### config.mk
export PLATFORM = sky130hd
export DESIGN_NAME = data_select_engine_flat
export DESIGN_NICKNAME = d
export VERILOG_FILES = /design/src/rtl/dsel_pkg.sv /design/src/rtl/data_select_engine_if.sv /design/src/rtl/dsel_fifo.sv /design/src/rtl/data_select_engine.sv /design/src/flat_wrapper.sv
export SDC_FILE = /design/constraint.sdc
export NUM_CORES = 1
export LEC_CHECK = 0
export CAP_MARGIN = 40
export CORE_MARGIN = 3
export CORE_UTILIZATION = 45
export CTS_BUF_LIST = sky130_fd_sc_hd__clkbuf_8
export DETAILED_ROUTE_END_ITERATION = 10
export PLACE_DENSITY = 0.75
export SYNTH_ARGS = -nofsm -noshare
export SYNTH_HDL_FRONTEND = slang
export SYNTH_SLANG_ARGS = --single-unit
### constraint.sdc
create_clock -name clk -period 3.5 [get_ports clk]
set_clock_uncertainty 0.15 [all_clocks]
set_input_delay 0.35 -clock clk [delete_from_list [all_inputs] [get_ports clk]]
set_output_delay 0.35 -clock clk [all_outputs]
set_load 0.02 [all_outputs]
### src/rtl/dsel_pkg.sv
// Shared types and constants for the data select engine.
// The state encoding and the test-function selectors live here.
package dsel_pkg;

  typedef enum logic [2:0] {
    IDLE       = 3'd0,
    LOAD_EVAL  = 3'd1,
    DECIDE     = 3'd2,
    WAIT_SPACE = 3'd3,
    HOLD       = 3'd4
  } state_t;

  localparam int MODE_OR  = 0;
  localparam int MODE_AND = 1;
  localparam int MODE_XOR = 2;

endpackage

### src/rtl/data_select_engine_if.sv
// Request/result bundle for the data select engine.
// rej_cnt is only carried when DSEL_REJECT_CNT_EN is defined.
interface data_select_engine_if #(
  parameter int WIDTH = 8
);

  logic             start;
  logic [WIDTH-1:0] x;
  logic             ready;
  logic             busy;
  logic             reject;
  logic             out_valid;
  logic             out_ready;
  logic [WIDTH-1:0] out_data;
`ifdef DSEL_REJECT_CNT_EN
  logic [15:0]      rej_cnt;
`endif

  modport master (
    output start,
    output x,
    output out_ready,
    input  ready,
    input  busy,
    input  reject,
    input  out_valid,
`ifdef DSEL_REJECT_CNT_EN
    input  rej_cnt,
`endif
    input  out_data
  );

  modport slave (
    input  start,
    input  x,
    input  out_ready,
    output ready,
    output busy,
    output reject,
    output out_valid,
`ifdef DSEL_REJECT_CNT_EN
    output rej_cnt,
`endif
    output out_data
  );

endinterface

### src/rtl/dsel_fifo.sv
// Output FIFO with first-word fall-through head.
// Head reads zero while empty so the output is clean after reset.
module dsel_fifo #(
  parameter int WIDTH = 8,
  parameter int DEPTH = 4
) (
  input  logic             clk,
  input  logic             rst,
  input  logic             push,
  input  logic             pop,
  input  logic [WIDTH-1:0] din,
  output logic             full,
  output logic             empty,
  output logic [WIDTH-1:0] head
);

  localparam int AW = (DEPTH > 1) ? $clog2(DEPTH) : 1;

  logic [WIDTH-1:0] mem [DEPTH];
  logic [AW-1:0]    wr_ptr;
  logic [AW-1:0]    rd_ptr;
  logic [AW:0]      count;
  logic             do_push;
  logic             do_pop;

  assign full    = (count == (AW+1)'(DEPTH));
  assign empty   = (count == '0);
  assign do_push = push & ~full;
  assign do_pop  = pop & ~empty;
  assign head    = empty ? '0 : mem[rd_ptr];

  // Power-of-two depth lets the pointers wrap by overflow.
  always_ff @(posedge clk or posedge rst) begin
    if (rst) begin
      wr_ptr <= '0;
      rd_ptr <= '0;
      count  <= '0;
    end else begin
      if (do_push)
        wr_ptr <= wr_ptr + AW'(1);
      if (do_pop)
        rd_ptr <= rd_ptr + AW'(1);
      count <= count
             + (AW+1)'(do_push)
             - (AW+1)'(do_pop);
    end
  end

  always_ff @(posedge clk) begin
    if (do_push)
      mem[wr_ptr] <= din;
  end

endmodule

### src/rtl/data_select_engine.sv
// Captures a word, tests its masked bits, queues passing words.
// Optional reject counter: define DSEL_REJECT_CNT_EN.
import dsel_pkg::*;

module data_select_engine #(
  parameter int             WIDTH    = 8,
  parameter int             DEPTH    = 4,
  parameter int             MODE     = 0,
  parameter logic [WIDTH-1:0] SEL_MASK =
    WIDTH'(1) | (WIDTH'(1) << (WIDTH-1))
) (
  input logic                 clk,
  input logic                 rst,
  data_select_engine_if.slave bus
);

  state_t           state;
  state_t           nxt;
  logic [WIDTH-1:0] r;
  logic             s;
  logic [WIDTH-1:0] masked;
  logic             test;
  logic             full;
  logic             empty;
  logic             push;

  assign masked = r & SEL_MASK;

  always_comb begin
    test = |masked;
    if (MODE == MODE_AND)
      test = &(masked | ~SEL_MASK);
    else if (MODE == MODE_XOR)
      test = ^masked;
  end

  // Full is the registered level, so a same-cycle pop cannot unblock.
  assign push = !full &&
                ((state == DECIDE && s) ||
                 (state == WAIT_SPACE));

  always_comb begin
    nxt = state;
    unique case (state)
      IDLE:
        if (bus.start) nxt = LOAD_EVAL;
      LOAD_EVAL:
        nxt = DECIDE;
      DECIDE:
        if (!s)        nxt = IDLE;
        else if (full) nxt = WAIT_SPACE;
        else           nxt = HOLD;
      WAIT_SPACE:
        if (!full) nxt = HOLD;
      HOLD:
        if (!bus.start) nxt = IDLE;
      default:
        nxt = IDLE;
    endcase
  end

  always_ff @(posedge clk or posedge rst) begin
    if (rst) begin
      state <= IDLE;
      r     <= '0;
      s     <= 1'b0;
    end else begin
      state <= nxt;
      if (state == IDLE && bus.start)
        r <= bus.x;
      if (state == LOAD_EVAL)
        s <= test;
    end
  end

  assign bus.ready  = (state == HOLD);
  assign bus.busy   = (state != IDLE);
  assign bus.reject = (state == DECIDE) && !s;

`ifdef DSEL_REJECT_CNT_EN
  logic [15:0] rej_q;

  always_ff @(posedge clk or posedge rst) begin
    if (rst)
      rej_q <= '0;
    else if (bus.reject && rej_q != 16'hFFFF)
      rej_q <= rej_q + 16'd1;
  end

  assign bus.rej_cnt = rej_q;
`endif

  dsel_fifo #(
    .WIDTH (WIDTH),
    .DEPTH (DEPTH)
  ) u_fifo (
    .clk   (clk),
    .rst   (rst),
    .push  (push),
    .pop   (bus.out_ready),
    .din   (r),
    .full  (full),
    .empty (empty),
    .head  (bus.out_data)
  );

  assign bus.out_valid = !empty;

endmodule

### src/flat_wrapper.sv
// flat-port wrapper written by rule: the top's interface ports become plain ports
module data_select_engine_flat 
#(
  parameter int             WIDTH    = 8,
  parameter int             DEPTH    = 4,
  parameter int             MODE     = 0,
  parameter logic [WIDTH-1:0] SEL_MASK =
    WIDTH'(1) | (WIDTH'(1) << (WIDTH-1))
)
  (clk, rst, bus_start, bus_x, bus_out_ready, bus_ready, bus_busy, bus_reject, bus_out_valid, bus_out_data);
  data_select_engine_if #(.WIDTH(WIDTH)) bus_i ();
  input logic clk;
  input logic rst;
  input wire logic [$bits(bus_i.start)-1:0] bus_start;
  input wire logic [$bits(bus_i.x)-1:0] bus_x;
  input wire logic [$bits(bus_i.out_ready)-1:0] bus_out_ready;
  output wire logic [$bits(bus_i.ready)-1:0] bus_ready;
  output wire logic [$bits(bus_i.busy)-1:0] bus_busy;
  output wire logic [$bits(bus_i.reject)-1:0] bus_reject;
  output wire logic [$bits(bus_i.out_valid)-1:0] bus_out_valid;
  output wire logic [$bits(bus_i.out_data)-1:0] bus_out_data;
  assign bus_i.start = bus_start;
  assign bus_i.x = bus_x;
  assign bus_i.out_ready = bus_out_ready;
  assign bus_ready = bus_i.ready;
  assign bus_busy = bus_i.busy;
  assign bus_reject = bus_i.reject;
  assign bus_out_valid = bus_i.out_valid;
  assign bus_out_data = bus_i.out_data;
  data_select_engine #(.WIDTH(WIDTH), .DEPTH(DEPTH), .MODE(MODE), .SEL_MASK(SEL_MASK)) u_core (.clk(clk), .rst(rst), .bus(bus_i));
endmodule
Word-level counts from Yosys, hierarchy flattened
Memories as Yosys holds them, arrays and structs flattened.
Index checks and enable logic that the tools add are counted.
- register bits: 19
- input port bits: 12
- RAM bits: 32
- memories kept: 1
- output and inout bits: 12
- logic and storage cells: 45
- memories (name ; depth ; bits a word ; read ports ; clocked after memory_dff ; wr ports ; RTL line ; source):
    u_core.u_fifo.mem ; 4 ; 8 ; 1 ; 0 ; 1 ; dsel_fifo.sv:19 ; logic [WIDTH-1:0] mem [DEPTH];
- eq/ne operators: 8
- reductions and logical operators: 13
- add/subtract/negate cells: 4
- bitwise gates (word level): 4
- mux-type cells: 9
- operators by type and width (operator ; count):
    two-way mux 3 bit ; 5
    one-hot mux 3 bit (5 select lines) ; 1
    two-way mux 8 bit ; 1
    == test 3 x 2 -> 1 bit, second input constant ; 2
    == test 3 bit, second input constant ; 2
    logical NOT 3 bit ; 2
    inequality test 2 bit, second input constant ; 3
    adder 2 x 1 -> 2 bit, second input constant ; 2
    logical AND 1 bit ; 4
    adder 3 x 1 -> 3 bit ; 1
    == test 3 x 1 -> 1 bit, second input constant ; 1
    logical NOT 1 bit ; 3
    AND reduction 3 bit ; 1
    nonzero test 3 bit ; 1
    subtractor 3 x 1 -> 3 bit ; 1
    AND 1 bit ; 2
    two-way mux 1 bit ; 2
    NOT 1 bit ; 2
    OR reduction 2 bit ; 1
    logical OR 1 bit ; 1

Logic depth before layout (Yosys ltp)
- depth in word-level cells: 7
- depth in mapped cells: 9
- mapped depth without buffers: 9

Cells and area by module
Synthesis repeated with hierarchy kept, for this count alone.
- cell total of the unflattened synthesis: 130
- area, all modules: 2185.8 µm²
- by module, submodules not included (module ; instances ; cells an instance ; sequential area each (µm²) ; area an instance (µm²)):
    dsel_fifo ; 1 ; 88 ; 1136.1 ; 1637.8
    data_select_engine ; 1 ; 42 ; 300.3 ; 548.0

Worst setup path after synthesis
Ideal clock, no wire load.
- path type: register to register
- from: register u_core.u_fifo.count[1]
- to: register u_core.u_fifo.count[2]
- arrival: 2.036 ns
- cell stages (with the launch flop): 9
- setup time: 0.123 ns
- required time: 3.227 ns
- path buffers: 0
- setup slack: 1.191 ns
- clock period less this slack: 2.309 ns
- path through: dfrtp_1 > or3_1 > and2_1 > ha_1 > inv_1 > ha_1 > fa_1 > xor2_1 > xnor2_1
- elaborated cells on any way between the ends: 10
- classes of those cells: add/sub (2); eq/ne (1); bitwise (4); reduce/logical (3)
- RTL lines (item ; RTL line ; source):
    start: declaration ; dsel_fifo.sv:22 ; logic [AW:0] count;
    start signal: assignment ; dsel_fifo.sv:43 ; count <= count
    logical NOT 3 bit ; dsel_fifo.sv:27 ; assign empty = (count == '0);
    NOT 1 bit ; dsel_fifo.sv:29 ; assign do_pop = pop & ~empty;
    AND 1 bit ; dsel_fifo.sv:29 ;
    net u_core.u_fifo.do_pop ; dsel_fifo.sv:24 ; logic do_pop;
    subtractor 3 x 1 -> 3 bit ; dsel_fifo.sv:45 ; - (AW+1)'(do_pop);
The timed path passes the listed nets, and every way through them passes these cells.
A chain may end at the register's enable or synchronous reset.

Worst setup path after layout
- from: register u_core.u_fifo.rd_ptr[0]
- to: output bus_out_data[7]
- cells in the longest elaborated chain, start to end: 2
- ends and longest elaborated chain (item ; RTL line ; source):
    start: declaration ; dsel_fifo.sv:21 ; logic [AW-1:0] rd_ptr;
    start signal: assignment ; dsel_fifo.sv:42 ; rd_ptr <= rd_ptr + AW'(1);
    memory (4 x 8 bit) ; - ;
    two-way mux 8 bit ; dsel_fifo.sv:30 ; assign head = empty ? '0 : mem[rd_ptr];
    end: declaration ; flat_wrapper.sv:21 ; output wire logic [$bits(bus_i.out_data)-1:0] bus_out_data;
Every way passes these cells.

==> results.toml <==
[grt]
grt_max_degree = 20
grt_use_met3 = 0.0360
antenna_found_initial = 0
grt_pass1_wl_mm = 5.64
grt_pass1_vias = 1163
grt_busiest_layer = "met2"
gr-total-overflow = 0
grtUsageMet1 = 0.158
grt_usage = 0.142
met2_usage = 0.254

[floorplan]
start_util = 0.478
num_rows = 24
dieHeight_um = 74.9
die_area_mm2 = 0.00561
core_mm2 = 0.00447
io_pins = 24
die_w_um = 74.9

[power_and_ir_drop]
finalPower_mw = 2.20
peakVddDrop_mv = 0.295
powerDensity_mw_per_mm2 = 878
leakagePower_nw = 0.930

[logic_synthesis]
synth_top_area_cell = "edfxtp_1"
synth_cells = 126
synth_area_mm2 = 0.00214
synth_top_area_share = 0.450
yosysSeqAreaShare = 0.672
yosysWarningCount = 0
synth.most_common_cell = "edfxtp_1"
synth_cell_types = 27
yosys-top-cells-count = "edfxtp_1, dfrtp_1, and2_1"
synth_nets = 145
synth.area.top_cells = "edfxtp_1, dfrtp_1, mux4_2, mux2_2, and2_1"
synth.avg_cell_area_um2 = 17.0
ys_async_sr_fraction = 0.373
synth_edf_count = 32
yosys_register_bits = 51
synth_flop_cell = "edfxtp_1"

[route]
wl_mm = 3.51
vias_per_cell = 5.21
antenna_left = 0
first_pass_iters = 4
avgRoutedWirePerCell_um = 17.0
vias = 1073
drtIter0Drc = 45
post-route-drc-count = 0

[critical_path]
cp_max_fo = 10
start_kind = "flop"
required_ns = 3.00
crit_start = "u_core.u_fifo.rd_ptr[0]$_DFFE_PP0P_"
critPathCaptureType = "primary output"
cp.arrival_ns = 2.31
r2r_start = "u_core.u_fifo.count[2]$_DFF_PP0_"
crit_type = "reg2out"

[clock_network]
clock_latency_ns = 0.30
cts_tree = "done"
clkTransAtPathRegs_ns = 0.09
cts_resized = 0
cts.sinks = 51
cts_inserted_buffers = 5
hold_buffers = 0
cts_setup_buffers = 0
htreeDepth = 2
root_buffer = "clkbuf_8"
clockBufferDepth = 2

[status]
outcome = "finished clean"

[timing]
slew-limit-headroom = 0.468
fin_setup_tns_ns = 0
worst_pin_slew_ns = 0.797
fmax_mhz = 355
finalHoldViolCount = 0
slew_violations = 0
period_needed_ns = 2.81
rsz0062_at_grt = "false"
setup_viol = 0
period_share = 0.804

[layout]
fillers = 347
nNetsFinal = 172
areaGrowthSynthToFinish_pct = 17.4
antenna_cells = 0
drive_gt1_frac = 0.188

[job]
drv_cap = 0

[min_path]
hold_class = "in2async"

[placement]
io_buffers = 23
gp_congestion = 0.818
metal layers:
layer,wire [um],part of all wire
met5,0,0
met4,76,0.022
met3,124,0.035
met2,1900,0.54
met1,1410,0.40
state kept, by name (all words and copies together) (netlist names):
name / count
u_core.r: 8
u_core.s: 1
u_core.state: 3
u_core.u_fifo.count: 3
u_core.u_fifo.mem: 32
u_core.u_fifo.rd_ptr: 2
u_core.u_fifo.wr_ptr: 2
metrics by stage:
stage | instance area [um2] | setup WS [ns] | hold WS, ns | cells | utilization
2_1_floorplan | 2140 | 1.19 | 0.151 | 126 | -
3_3_place_gp | 2420 | 0.951 | 0.319 | 198 | 0.541
3_5_place_dp | 2420 | 0.827 | 0.336 | 198 | 0.541
4_1_cts | 2510 | 0.634 | 0.351 | 206 | 0.561
5_1_grt | 2510 | 0.550 | 0.361 | 206 | 0.561
6_report | 2510 | 0.687 | 0.341 | 206 | 0.561
cell usage in the layout (no fill, tap or decap), types with 2 or more instances in the layout:
cell type,n
xnor2_1,3
inv_1,8
edfxtp_1,32
clkdlybuf4s50_1,23
mux2_2,9
ha_1,6
a21oi_1,3
clkinvlp_4,2
xor2_1,2
nor2_1,4
nor3_1,2
mux4_2,8
clkbuf_8,5
and2_1,14
dfrtp_1,19
worst paths after layout:
path | endpoint | depth (start not counted) | slack, ns
worst max register to register | u_core.u_fifo.count[2]$_DFF_PP0_ | 8 | 0.86
worst min-delay path | u_core.u_fifo.count[2]$_DFF_PP0_ | 2 | 0.34
max in group asynchronous | u_core.r[2]$_DFFE_PP0P_ | 2 | 2.36
worst min register to register | u_core.u_fifo.count[2]$_DFF_PP0_ | 1 | 0.35
worst max-delay path | bus_out_data[7] | 3 | 0.69
min in group clk | u_core.u_fifo.count[2]$_DFF_PP0_ | 1 | 0.35
report_power, final:
group	total (mW)	internal, mW	leakage [nW]	switching (mW)
combinational	0.833	0.456	0.375	0.377
sequential	1.04	0.866	0.515	0.179
clock	0.327	0.139	0.0402	0.187
total	2.20	1.46	0.930	0.743
critical path: stages, from the launching register on:
cell and delay (ns):
dfrtp_1 0.73, mux4_2 0.59, and2_1 0.17, clkdlybuf4s50_1 0.53
logic make-up (layout without fill, tap and decap cells):
family	count (synthesis)	after routing	share of synthesized area
flops	51	51	0.672
simple gates	31	31	0.101
mux	17	17	0.132
buf+inv	11	39	0.0199
fa+ha+maj	7	7	0.0445
xor+xnor	5	5	0.0205
compound gates	4	4	0.0105
layout make-up:
type                    count  area [um2]  area share
flip-flops and latches     51        1440       0.573
repair buffers             23         230      0.0918
inverters                   8        30.0      0.0120
clock inverters             3        20.0     0.00798
clock buffers               5        68.8      0.0274
multi-input cells          64         658       0.262
well taps                  52        65.1      0.0259
No activity file was read; power rests on OpenSTA's default activity.
